--- config.mk ---
export PLATFORM = sky130hd
export DESIGN_NAME = vend_core_n
export DESIGN_NICKNAME = d
export VERILOG_FILES = /design/src/rtl/vend_pkg.sv /design/src/rtl/change_dispenser.sv /design/src/rtl/vend_core_n.sv
export SDC_FILE = /design/constraint.sdc
export NUM_CORES = 1
export LEC_CHECK = 0
export CAP_MARGIN = 20
export CELL_PAD_IN_SITES_DETAIL_PLACEMENT = 0
export CELL_PAD_IN_SITES_GLOBAL_PLACEMENT = 1
export CORE_MARGIN = 3
export CORE_UTILIZATION = 35
export CTS_BUF_LIST = sky130_fd_sc_hd__clkbuf_16
export CTS_CLUSTER_SIZE = 40
export DETAILED_ROUTE_END_ITERATION = 10
export PLACE_DENSITY = 0.7
export SYNTH_ARGS = -nofsm -noshare
export SYNTH_HDL_FRONTEND = slang
export SYNTH_HIERARCHICAL = 1
export SYNTH_SLANG_ARGS = --single-unit
--- constraint.sdc ---
create_clock -name clk -period 3.8 [get_ports clk]
set_clock_uncertainty 0.05 [all_clocks]
set_input_delay 0.57 -clock clk [delete_from_list [all_inputs] [get_ports clk]]
set_output_delay 0.57 -clock clk [all_outputs]
set_load 0.005 [all_outputs]
--- src/rtl/vend_pkg.sv ---
// Shared definitions for the vending core: state encoding, coin values and
// coin helper functions.
package vend_pkg;

  typedef enum logic [2:0] {
    ST_OFF    = 3'd0,
    ST_SELECT = 3'd1,
    ST_PAY    = 3'd2,
    ST_VEND   = 3'd3,
    ST_CHANGE = 3'd4,
    ST_ADMIN  = 3'd5
  } state_t;

  localparam logic [3:0] COIN_VAL_1  = 4'd1;
  localparam logic [3:0] COIN_VAL_2  = 4'd2;
  localparam logic [3:0] COIN_VAL_5  = 4'd5;
  localparam logic [3:0] COIN_VAL_10 = 4'd10;

  // Coin code 0..3 maps to value 1, 2, 5, 10.
  function automatic logic [3:0] coin_value(input logic [1:0] code);
    case (code)
      2'd0:    return COIN_VAL_1;
      2'd1:    return COIN_VAL_2;
      2'd2:    return COIN_VAL_5;
      default: return COIN_VAL_10;
    endcase
  endfunction

  // Total value of all coin pulses asserted in one cycle (max 18).
  function automatic logic [4:0] coin_sum(input logic [3:0] coins);
    logic [4:0] s;
    s = '0;
    for (int i = 0; i < 4; i++) begin
      if (coins[i]) s = s + 5'(coin_value(2'(i)));
    end
    return s;
  endfunction

endpackage

--- src/rtl/change_dispenser.sv ---
// Coin-by-coin change dispenser: after a load, emits one greedy coin every
// GAP_CYC cycles until the remaining change is zero.
module change_dispenser
  import vend_pkg::*;
#(
  parameter int MONEY_W = 7,
  parameter int GAP_CYC = 4
) (
  input  logic               clk,
  input  logic               rst_n,
  input  logic               load,
  input  logic [MONEY_W-1:0] load_value,
  output logic               coin_out_valid,
  output logic [1:0]         coin_out_code,
  output logic [MONEY_W-1:0] change_left,
  output logic               done
);

  localparam int GAP_W = (GAP_CYC > 1) ? $clog2(GAP_CYC) : 1;

  logic [GAP_W-1:0] gap_cnt;
  logic [1:0]       pick_code;
  logic             emit;

  // Greedy choice: largest coin not exceeding the remaining change.
  // NOTE: every variable assigned in always_comb gets a default first so no latch is inferred.
  always_comb begin
    pick_code = 2'd0;
    if (change_left >= MONEY_W'(COIN_VAL_10))     pick_code = 2'd3;
    else if (change_left >= MONEY_W'(COIN_VAL_5)) pick_code = 2'd2;
    else if (change_left >= MONEY_W'(COIN_VAL_2)) pick_code = 2'd1;
  end

  assign emit = (change_left != '0) && (gap_cnt == GAP_W'(GAP_CYC - 1));
  assign done = (change_left == '0);

  // Gap counter, remaining change and the registered coin pulse.
  // NOTE: sequential state uses non-blocking assignments so all flops update together.
  always_ff @(posedge clk or negedge rst_n) begin
    if (!rst_n) begin
      gap_cnt        <= '0;
      change_left    <= '0;
      coin_out_valid <= 1'b0;
      coin_out_code  <= 2'd0;
    end else if (load) begin
      gap_cnt        <= '0;
      change_left    <= load_value;
      coin_out_valid <= 1'b0;
    end else if (emit) begin
      gap_cnt        <= '0;
      change_left    <= change_left - MONEY_W'(coin_value(pick_code));
      coin_out_valid <= 1'b1;
      coin_out_code  <= pick_code;
    end else begin
      coin_out_valid <= 1'b0;
      if (change_left != '0) gap_cnt <= gap_cnt + 1'b1;
    end
  end

endmodule

--- src/rtl/vend_core_n.sv ---
// N-item vending controller core: selection, payment, vending, coin-by-coin
// change, admin restock, stock table and sales accumulator.
module vend_core_n
  import vend_pkg::*;
#(
  parameter int N_ITEMS    = 4,
  parameter int STOCK_W    = 4,
  parameter int MAX_STOCK  = 15,
  parameter int INIT_STOCK = 5,
  parameter int MONEY_W    = 7,
  parameter int SALE_W     = 10,
  parameter logic [N_ITEMS*MONEY_W-1:0] PRICE_LIST = {7'd5, 7'd4, 7'd3, 7'd2},
  parameter int GAP_CYC    = 4,
  localparam int ID_W      = (N_ITEMS > 1) ? $clog2(N_ITEMS) : 1
) (
  input  logic               clk,
  input  logic               rst_n,
  input  logic               enable,
  input  logic               admin_mode,
  input  logic               plus_p,
  input  logic               minus_p,
  input  logic               confirm_p,
  input  logic               return_p,
  input  logic [3:0]         coin_p,
  output logic [2:0]         state,
  output logic [ID_W-1:0]    sel_id,
  output logic [STOCK_W-1:0] sel_stock,
  output logic [MONEY_W-1:0] sel_price,
  output logic [MONEY_W-1:0] paid,
  output logic [MONEY_W-1:0] change_left,
  output logic               coin_out_valid,
  output logic [1:0]         coin_out_code,
  output logic               dispense_p,
  output logic               sold_out,
  output logic               coin_reject_p,
  output logic [SALE_W-1:0]  sales_total
);

  localparam logic [ID_W-1:0] LAST_ID = ID_W'(N_ITEMS - 1);
  localparam int SUM_W = MONEY_W + 5;
  localparam int ACC_W = ((SALE_W > MONEY_W) ? SALE_W : MONEY_W) + 1;

  state_t             state_q, state_d;
  logic [ID_W-1:0]    sel_q, sel_d, sel_inc, sel_dec;
  logic [STOCK_W-1:0] stock_q [N_ITEMS];
  logic [STOCK_W-1:0] cur_stock;
  logic [MONEY_W-1:0] cur_price, paid_q, paid_d, paid_new, chg_value;
  logic [SALE_W-1:0]  sales_q, sales_d, sales_sat;
  logic [SUM_W-1:0]   paid_plus;
  logic [ACC_W-1:0]   sales_sum;
  logic               coin_over, stock_dec, stock_inc, reject_d, chg_load, chg_done;
  logic               dispense_q, reject_q;

  assign cur_stock = stock_q[sel_q];
  assign cur_price = PRICE_LIST[int'(sel_q) * MONEY_W +: MONEY_W];
  assign sel_inc   = (sel_q == LAST_ID) ? '0 : sel_q + 1'b1;
  assign sel_dec   = (sel_q == '0) ? LAST_ID : sel_q - 1'b1;

  // A coin batch that would overflow paid is refused as a whole.
  assign paid_plus = SUM_W'(paid_q) + SUM_W'(coin_sum(coin_p));
  assign coin_over = paid_plus > SUM_W'({MONEY_W{1'b1}});
  assign paid_new  = coin_over ? paid_q : paid_plus[MONEY_W-1:0];

  assign sales_sum = ACC_W'(sales_q) + ACC_W'(cur_price);
  assign sales_sat = (sales_sum > ACC_W'({SALE_W{1'b1}})) ? {SALE_W{1'b1}} : sales_sum[SALE_W-1:0];

  // Next-state logic and per-state datapath controls.
  always_comb begin
    state_d   = state_q;
    sel_d     = sel_q;
    paid_d    = paid_q;
    sales_d   = sales_q;
    stock_dec = 1'b0;
    stock_inc = 1'b0;
    reject_d  = 1'b0;
    chg_load  = 1'b0;
    chg_value = '0;
    case (state_q)
      ST_OFF: if (enable) state_d = ST_SELECT;
      ST_SELECT: begin
        if (!enable)                               state_d = ST_OFF;
        else if (admin_mode)                       state_d = ST_ADMIN;
        else if (confirm_p && cur_stock != '0)     state_d = ST_PAY;
        else if (plus_p && !minus_p)               sel_d   = sel_inc;
        else if (minus_p && !plus_p)               sel_d   = sel_dec;
      end
      ST_PAY: begin
        reject_d = coin_over;
        paid_d   = paid_new;
        // A cancel wins over reaching the price in the same cycle.
        if (return_p || !enable) begin
          chg_load  = 1'b1;
          chg_value = paid_new;
          paid_d    = '0;
          state_d   = ST_CHANGE;
        end else if (paid_new >= cur_price) begin
          state_d = ST_VEND;
        end
      end
      ST_VEND: begin
        stock_dec = 1'b1;
        sales_d   = sales_sat;
        chg_load  = 1'b1;
        chg_value = paid_q - cur_price;
        paid_d    = '0;
        state_d   = (paid_q != cur_price) ? ST_CHANGE : ST_SELECT;
      end
      ST_CHANGE: if (chg_done) state_d = enable ? ST_SELECT : ST_OFF;
      ST_ADMIN: begin
        if (!enable)                        state_d = ST_OFF;
        else if (confirm_p || !admin_mode)  state_d = ST_SELECT;
        else begin
          stock_inc = plus_p && (cur_stock < STOCK_W'(MAX_STOCK));
          if (minus_p) sel_d = sel_inc;
        end
      end
      default: state_d = ST_OFF;
    endcase
  end

  // State, selection, money and pulse registers.
  always_ff @(posedge clk or negedge rst_n) begin
    if (!rst_n) begin
      state_q    <= ST_OFF;
      sel_q      <= '0;
      paid_q     <= '0;
      sales_q    <= '0;
      dispense_q <= 1'b0;
      reject_q   <= 1'b0;
    end else begin
      state_q    <= state_d;
      sel_q      <= sel_d;
      paid_q     <= paid_d;
      sales_q    <= sales_d;
      dispense_q <= (state_d == ST_VEND);
      reject_q   <= reject_d;
    end
  end

  // Per-item stock counters.
  // NOTE: this array is a handful of flops with a defined power-up stock, so it is reset; a RAM-style table would not be.
  always_ff @(posedge clk or negedge rst_n) begin
    if (!rst_n) begin
      for (int i = 0; i < N_ITEMS; i++) stock_q[i] <= STOCK_W'(INIT_STOCK);
    end else if (stock_dec) begin
      stock_q[sel_q] <= cur_stock - 1'b1;
    end else if (stock_inc) begin
      stock_q[sel_q] <= cur_stock + 1'b1;
    end
  end

  change_dispenser #(
    .MONEY_W (MONEY_W),
    .GAP_CYC (GAP_CYC)
  ) u_change (
    .clk            (clk),
    .rst_n          (rst_n),
    .load           (chg_load),
    .load_value     (chg_value),
    .coin_out_valid (coin_out_valid),
    .coin_out_code  (coin_out_code),
    .change_left    (change_left),
    .done           (chg_done)
  );

  assign state         = state_q;
  assign sel_id        = sel_q;
  assign sel_stock     = cur_stock;
  assign sel_price     = cur_price;
  assign paid          = paid_q;
  assign dispense_p    = dispense_q;
  assign coin_reject_p = reject_q;
  assign sold_out      = (cur_stock == '0);
  assign sales_total   = sales_q;

endmodule
== Yosys cells after proc, flatten, opt, wreduce, memory -nomap -nowiden ==
Cells that the tools add are included.

* Register bits after elaboration: 52
* Input bits: 12
* Word-level logic and storage cells: 148

* Add/subtract/negate cells: 12
* Multipliers: 1
* Magnitude comparators: 9
* Equal/unequal tests: 18
* Shifts and indexed selects: 1
* Muxes and demuxes: 65
* Bitwise logic cells: 2
* Reductions and logical operators: 26

{| class="wikitable"
|+ Operators by type and width
! cell !! number
|-
| $mux 7 || 5
|-
| $bwmux 16 || 2
|-
| $mux 16 || 2
|-
| $mux 4 || 8
|-
| $mux 2 || 15
|-
| $mux 3 || 10
|-
| $pmux 7 s2 || 2
|-
| $shiftx 28x6->7 const A || 1
|-
| $pmux 3 s6 || 1
|-
| $add 5x4->5 || 3
|-
| $mux 5 || 3
|-
| $ne 2x2->1 const B || 6
|-
| $pmux 4 s3 || 1
|-
| $add 10x7->11 || 1
|-
| $gt 11x10->1 const B || 1
|-
| $mux 1 || 11
|-
| $mux 10 || 1
|-
| $eq 3x2->1 const B || 3
|-
| $add 7x5->8 || 1
|-
| $bmux 4 s2 || 1
|-
| $demux 4 s2 || 1
|-
| $gt 8x7->1 const B || 1
|-
| $reduce_and 8->1 || 1
|-
| $reduce_bool 2->1 || 4
|-
| 35 further kinds || 49
|}

== Depth between registers and ports, before layout ==
Gate-level depths: netlist of the first run.

* Depth after elaboration: 15
* Depth in mapped cells: 18
* Depth with buffers taken out: 18

== Cells and area by module ==
Netlist of the first run, hierarchy kept.

{| class="wikitable"
|+ Modules (own cells, without submodules)
! module !! instances !! cells an instance !! area each (sq um) !! sequential area each (sq um)
|-
| vend_core_n || 1 || 297 || 2,902.8 || 1,011.0
|-
| change_dispenser || 1 || 85 || 813.3 || 300.3
|}

== Worst setup path before layout of the first run ==
OpenSTA, ideal clock, no wires.

* Kind: input -> register
* Start point: input coin_p[0]
* End point: register state_q[0], in the netlist state[0]
* Setup time: 0.135 ns
* Data arrival time: 4.199 ns
* Data required time: 3.615 ns
* Slack: -0.584 ns
* Stages: 17
* Path through: ha_1 > mux2i_1 > inv_1 > ha_1 > mux2_2 > ha_1 > and4_1 > a2111oi_2 > nor2_1 > mux2i_1 > ha_1 > nand2b_1 > a21o_1 > a21oi_1 > o21ai_0 > nor4bb_1 > o211ai_1

* Word-level cells in the longest chain between the ends: 14

{| class="wikitable"
|+ Ends and longest elaborated chain
! what !! line !! RTL
|-
| start: declaration || vend_core_n.sv:24 || <nowiki>input logic [3:0] coin_p,</nowiki>
|-
| $mux 1 (*) || vend_pkg.sv:34 || <nowiki>if (coins[i]) s = s + 5'(coin_value(2'(i)));</nowiki>
|-
| $add 5x4->5 || vend_pkg.sv:34 ||
|-
| $mux 5 (*) || vend_pkg.sv:34 ||
|-
| $add 5x4->5 || vend_pkg.sv:34 ||
|-
| $mux 5 (*) || vend_pkg.sv:34 ||
|-
| $add 5x4->5 || vend_pkg.sv:34 ||
|-
| $mux 5 (*) || vend_pkg.sv:34 ||
|-
| $add 7x5->8 (*) || vend_core_n.sv:60 || <nowiki>assign paid_plus = SUM_W'(paid_q) + SUM_W'(coin_sum(coin_p));</nowiki>
|-
| $gt 8x7->1 || vend_core_n.sv:61 || <nowiki>assign coin_over = paid_plus > SUM_W'({MONEY_W{1'b1}});</nowiki>
|-
| $mux 7 (*) || vend_core_n.sv:62 || <nowiki>assign paid_new = coin_over ? paid_q : paid_plus[MONEY_W-1:0];</nowiki>
|-
| $ge 7x7->1 (*) || vend_core_n.sv:96 || <nowiki>end else if (paid_new >= cur_price) begin</nowiki>
|-
| $mux 3 (*) || vend_core_n.sv:96 ||
|-
| $mux 3 (*) || vend_core_n.sv:91 || <nowiki>if (return_p || !enable) begin</nowiki>
|-
| $pmux 3 s6 (*) || vend_core_n.sv:78 || <nowiki>case (state_q)</nowiki>
|-
| named net state_d[0] || vend_core_n.sv:43 || <nowiki>state_t state_q, state_d;</nowiki>
|-
| end signal: assignment || vend_core_n.sv:131 || <nowiki>state_q <= state_d;</nowiki>
|-
| end: declaration || vend_core_n.sv:43 ||
|}

The timed path passes the listed nets; every way through them passes the cells marked *.
A chain may end at the register's enable or synchronous reset.

== Worst setup path in the final report of the first run ==
Ends and elaborated chain as after synthesis.

==> out/results.txt, run 1 <==
Status: complete, but fails checks
Failing checks: negative setup slack
Total track usage: 0.168
P_leak: 0.00222 uW
Top-level I/O count: 58
Min-Delay Path Class: in2async
Design area: 0.00484 mm2
Core area: 0.0100 mm2
Fillers: 962
Worst-path fanout max: 4
GR Overflow Total: 0
Largest net degree at the start of global routing: 37
Final Power: 3640 uW
Max capacitance violation total: 0
Vias in the first global route: 3,090
Share of layout cells above drive strength 1: 0.206
Setup TNS: -0.118 ns
CP required: 3.89 ns
Height of the chip: 109 um
CTS tree: yes
Pins over their slew limit: 0
Worst setup margin: -0.101 ns
Pwr Density: 751 mW/mm2
Area post-placement: 0.00464 mm2
Synth top area cells: dfrtp_1 (30%), ha_1 (9.8%), mux2_2 (6.1%)
Vias/cell: 5.18
Setup violators final: 2
Commonest non-fill, non-tap cell in the layout: clkdlybuf4s50_1
Primary FF master, synth: dfrtp_1
Global-route wire length before repair: 15,700 um
Final Net Count: 515
P&R area growth vs syn: 30.3%
Placement row count: 36
Routed wire per std cell: 16.1 um
H-tree Lvls: 2
Worst skew pair latency: 0.29 ns
Yosys Warn Count: 6
Die ar.: 0.0119 mm2
Mapped Area: 0.00372 mm2
FFs w/ async S/R, synth: 1.00
Fmax: 256 MHz
Measured slew at the worst slew-check pin: 0.971 ns
Fin. Hold Viols: 0
Synth area leader: dfrtp_1
Max clock buf depth: 2
N_diodes: 0
Die W: 109 um
Clock Tree Root: clkbuf_16
Count of cell types in the netlist: 66
Max IR drop VDD: 0.000301 V
Mapped Avg Cell Area: 9.73 um2
# DRC: 0
Port Buffers: 53
Post-synthesis register bit count: 52
Critical path type: in2reg
Slew margin rel.: 0.352
Crit share post-route: 1.03
FF/Latch Area: 0.00131 mm2
1st-pass router iterations: 4
Post-Syn Instances: 382
Most frequent cells in the layout: clkdlybuf4s50_1 (49), dfrtp_1 (44), nand2_1 (41)
Starting Density: 0.370
Clock Sinks: 52
Share of the synthesized area in the top cell type: 0.296
Antenna violation net count after detailed routing: 0
Antenna violations before repair: 0
Critical path launch point type: input pin
Final WL: 9710 um
Vias: 3,127
CP endpoint kind: flip-flop
Gpl congestion: 0.817
Data arrival, critical path: 4.00 ns
RSZ-0062 raised after global routing: true
CTS clk-pin slew, worst paths: 0.07 ns
DR iter-0 viols: 101
Hpwl dp: 7270 um
Post-synth EDFFs: 0
Register area share after synthesis: 0.353
CTS buffer count: 5
Multi-input logic area: 0.00233 mm2
Period minus WS final: 3.90 ns
[registers in the layout, summed over array words and instances (netlist names), named ones only]
signal	count
paid	7
u_change/coin_out_code	2
state	3
u_change/coin_out_valid	1
stock_q	12
coin_reject_p	1
sel_id	2
dispense_p	1
u_change/change_left	7
sales_total	10
u_change/gap_cnt	2
[synth_stat cells (2+ instances only)]
cell      instances
nand3_1           8
o22ai_1           4
nand4_1           4
inv_1            18
a31oi_1           3
or2_2             2
buf_4             6
mux2i_1           7
mux2_2           20
fa_1              4
nand3b_1          3
ha_1             29
a22o_1            3
or4_1             3
o31ai_1           4
nand2_1          41
o22a_1            2
a21o_1            9
xor2_1           10
nor2b_1           9
a211oi_1          2
o21ai_0          20
o211ai_1          2
o41ai_1           3
mux4_2            3
and3_1            2
clkbuf_1          7
nor3b_1           2
a21oi_1          14
dfstp_2           8
dfrtp_1          44
xnor2_1          12
nor3_1            8
nand2b_1          5
nor2_1           25
a22oi_1           3
o21a_1            4
[path summary, 6_finish.rpt]
check                                              to  cells past startpoint  slack [ns]                   start
max                                state[0]$_DFF_PN0_                     18       -0.10               coin_p[0]
min                        sales_total[9]$_DFFE_PN0P_                      1        0.33                   rst_n
max reg2reg                        state[0]$_DFF_PN0_                     12        0.66     paid[3]$_DFFE_PN0P_
min reg2reg                    stock_q[7]$_DFFE_PN0P_                      1        0.46  stock_q[7]$_DFFE_PN0P_
max in group asynchronous     stock_q[10]$_DFFE_PN1P_                      2        2.55                   rst_n
min in group clk               stock_q[7]$_DFFE_PN0P_                      1        0.46  stock_q[7]$_DFFE_PN0P_
[cell type report]
cell class,count,share of cell area
tap,133,0.0344
multi-input combinational,300,0.481
timing repair buffer,92,0.169
clock inverter,3,0.00413
inverter,19,0.0147
sequential,52,0.271
clock buffer,5,0.0258
[power breakdown]
part / leakage [uW] / total, uW / switching [uW] / internal, uW
Combinational: 0.00150 / 2170 / 980 / 1190
Sequential: 0.000650 / 1010 / 292 / 719
Clock: 0.0000712 / 455 / 212 / 244
Total: 0.00222 / 3640 / 1480 / 2150
[timing repair]
| action | CTS | global route |
|---|---|---|
| gates resized for setup | 16 | 1 |
| hold buffers | 0 | 0 |
| cloned | 0 | 0 |
| endpoints found under the setup margin | 5 | 2 |
| buffers inserted | 4 | 1 |
| pin swaps | 9 | 1 |
[critical path, stage by stage]
cell and delay, ns:
buf_6 0.10, ha_4 0.23, mux2i_2 0.17, inv_1 0.07, ha_1 0.26, mux2_4 0.28, ha_4 0.22, a21o_1 0.19
a2111oi_4 0.34, nor2_2 0.11, mux2i_1 0.21, ha_1 0.26, nand2b_4 0.13, a21o_1 0.15, a21oi_1 0.14, o21ai_1 0.09
nor4bb_2 0.33, o211ai_1 0.13
[cells by family (layout without fill, tap and decap cells)]
logic type | count (synthesis) | count (layout) | share of synthesized area
other | 1 | 4 | 0.00101
DFF | 52 | 52 | 0.353
buffers and inverters | 33 | 119 | 0.0414
and+or+nand+nor | 123 | 123 | 0.171
AOI/OAI and AO/OA | 88 | 88 | 0.165
muxes | 30 | 30 | 0.0976
adders and majority gates | 33 | 33 | 0.119
xor gates and xnor gates | 22 | 22 | 0.0519
[layer usage]
layer | vias to the layer above | track usage | wire length [um]
met1 | 1502 | 0.237 | 4730
met2 | 67 | 0.272 | 4500
met3 | 6 | 0.0213 | 393
met5 | - | 0 | 0
met4 | 0 | 0.0415 | 92
li1 | 1552 | - | -
[per-stage QoR]
stage	worst slack (ns)	utilization	hold slack (ns)	instances
after floorplan	-0.295	-	0.224	385
after global routing	-0.255	0.482	0.413	604
after detailed placement	-1.00	0.462	0.440	591
final	-0.101	0.482	0.330	604
after global placement	-0.819	0.462	0.433	591
after CTS	-0.115	0.481	0.356	603
Power figures use the tool's default switching activity.
==> run 2: changes to the inputs <==
- CAP_MARGIN: 20 -> not set
==> results of run 2 <==
Same layout as run 1: the final DEF is identical, and so are final timing and power.
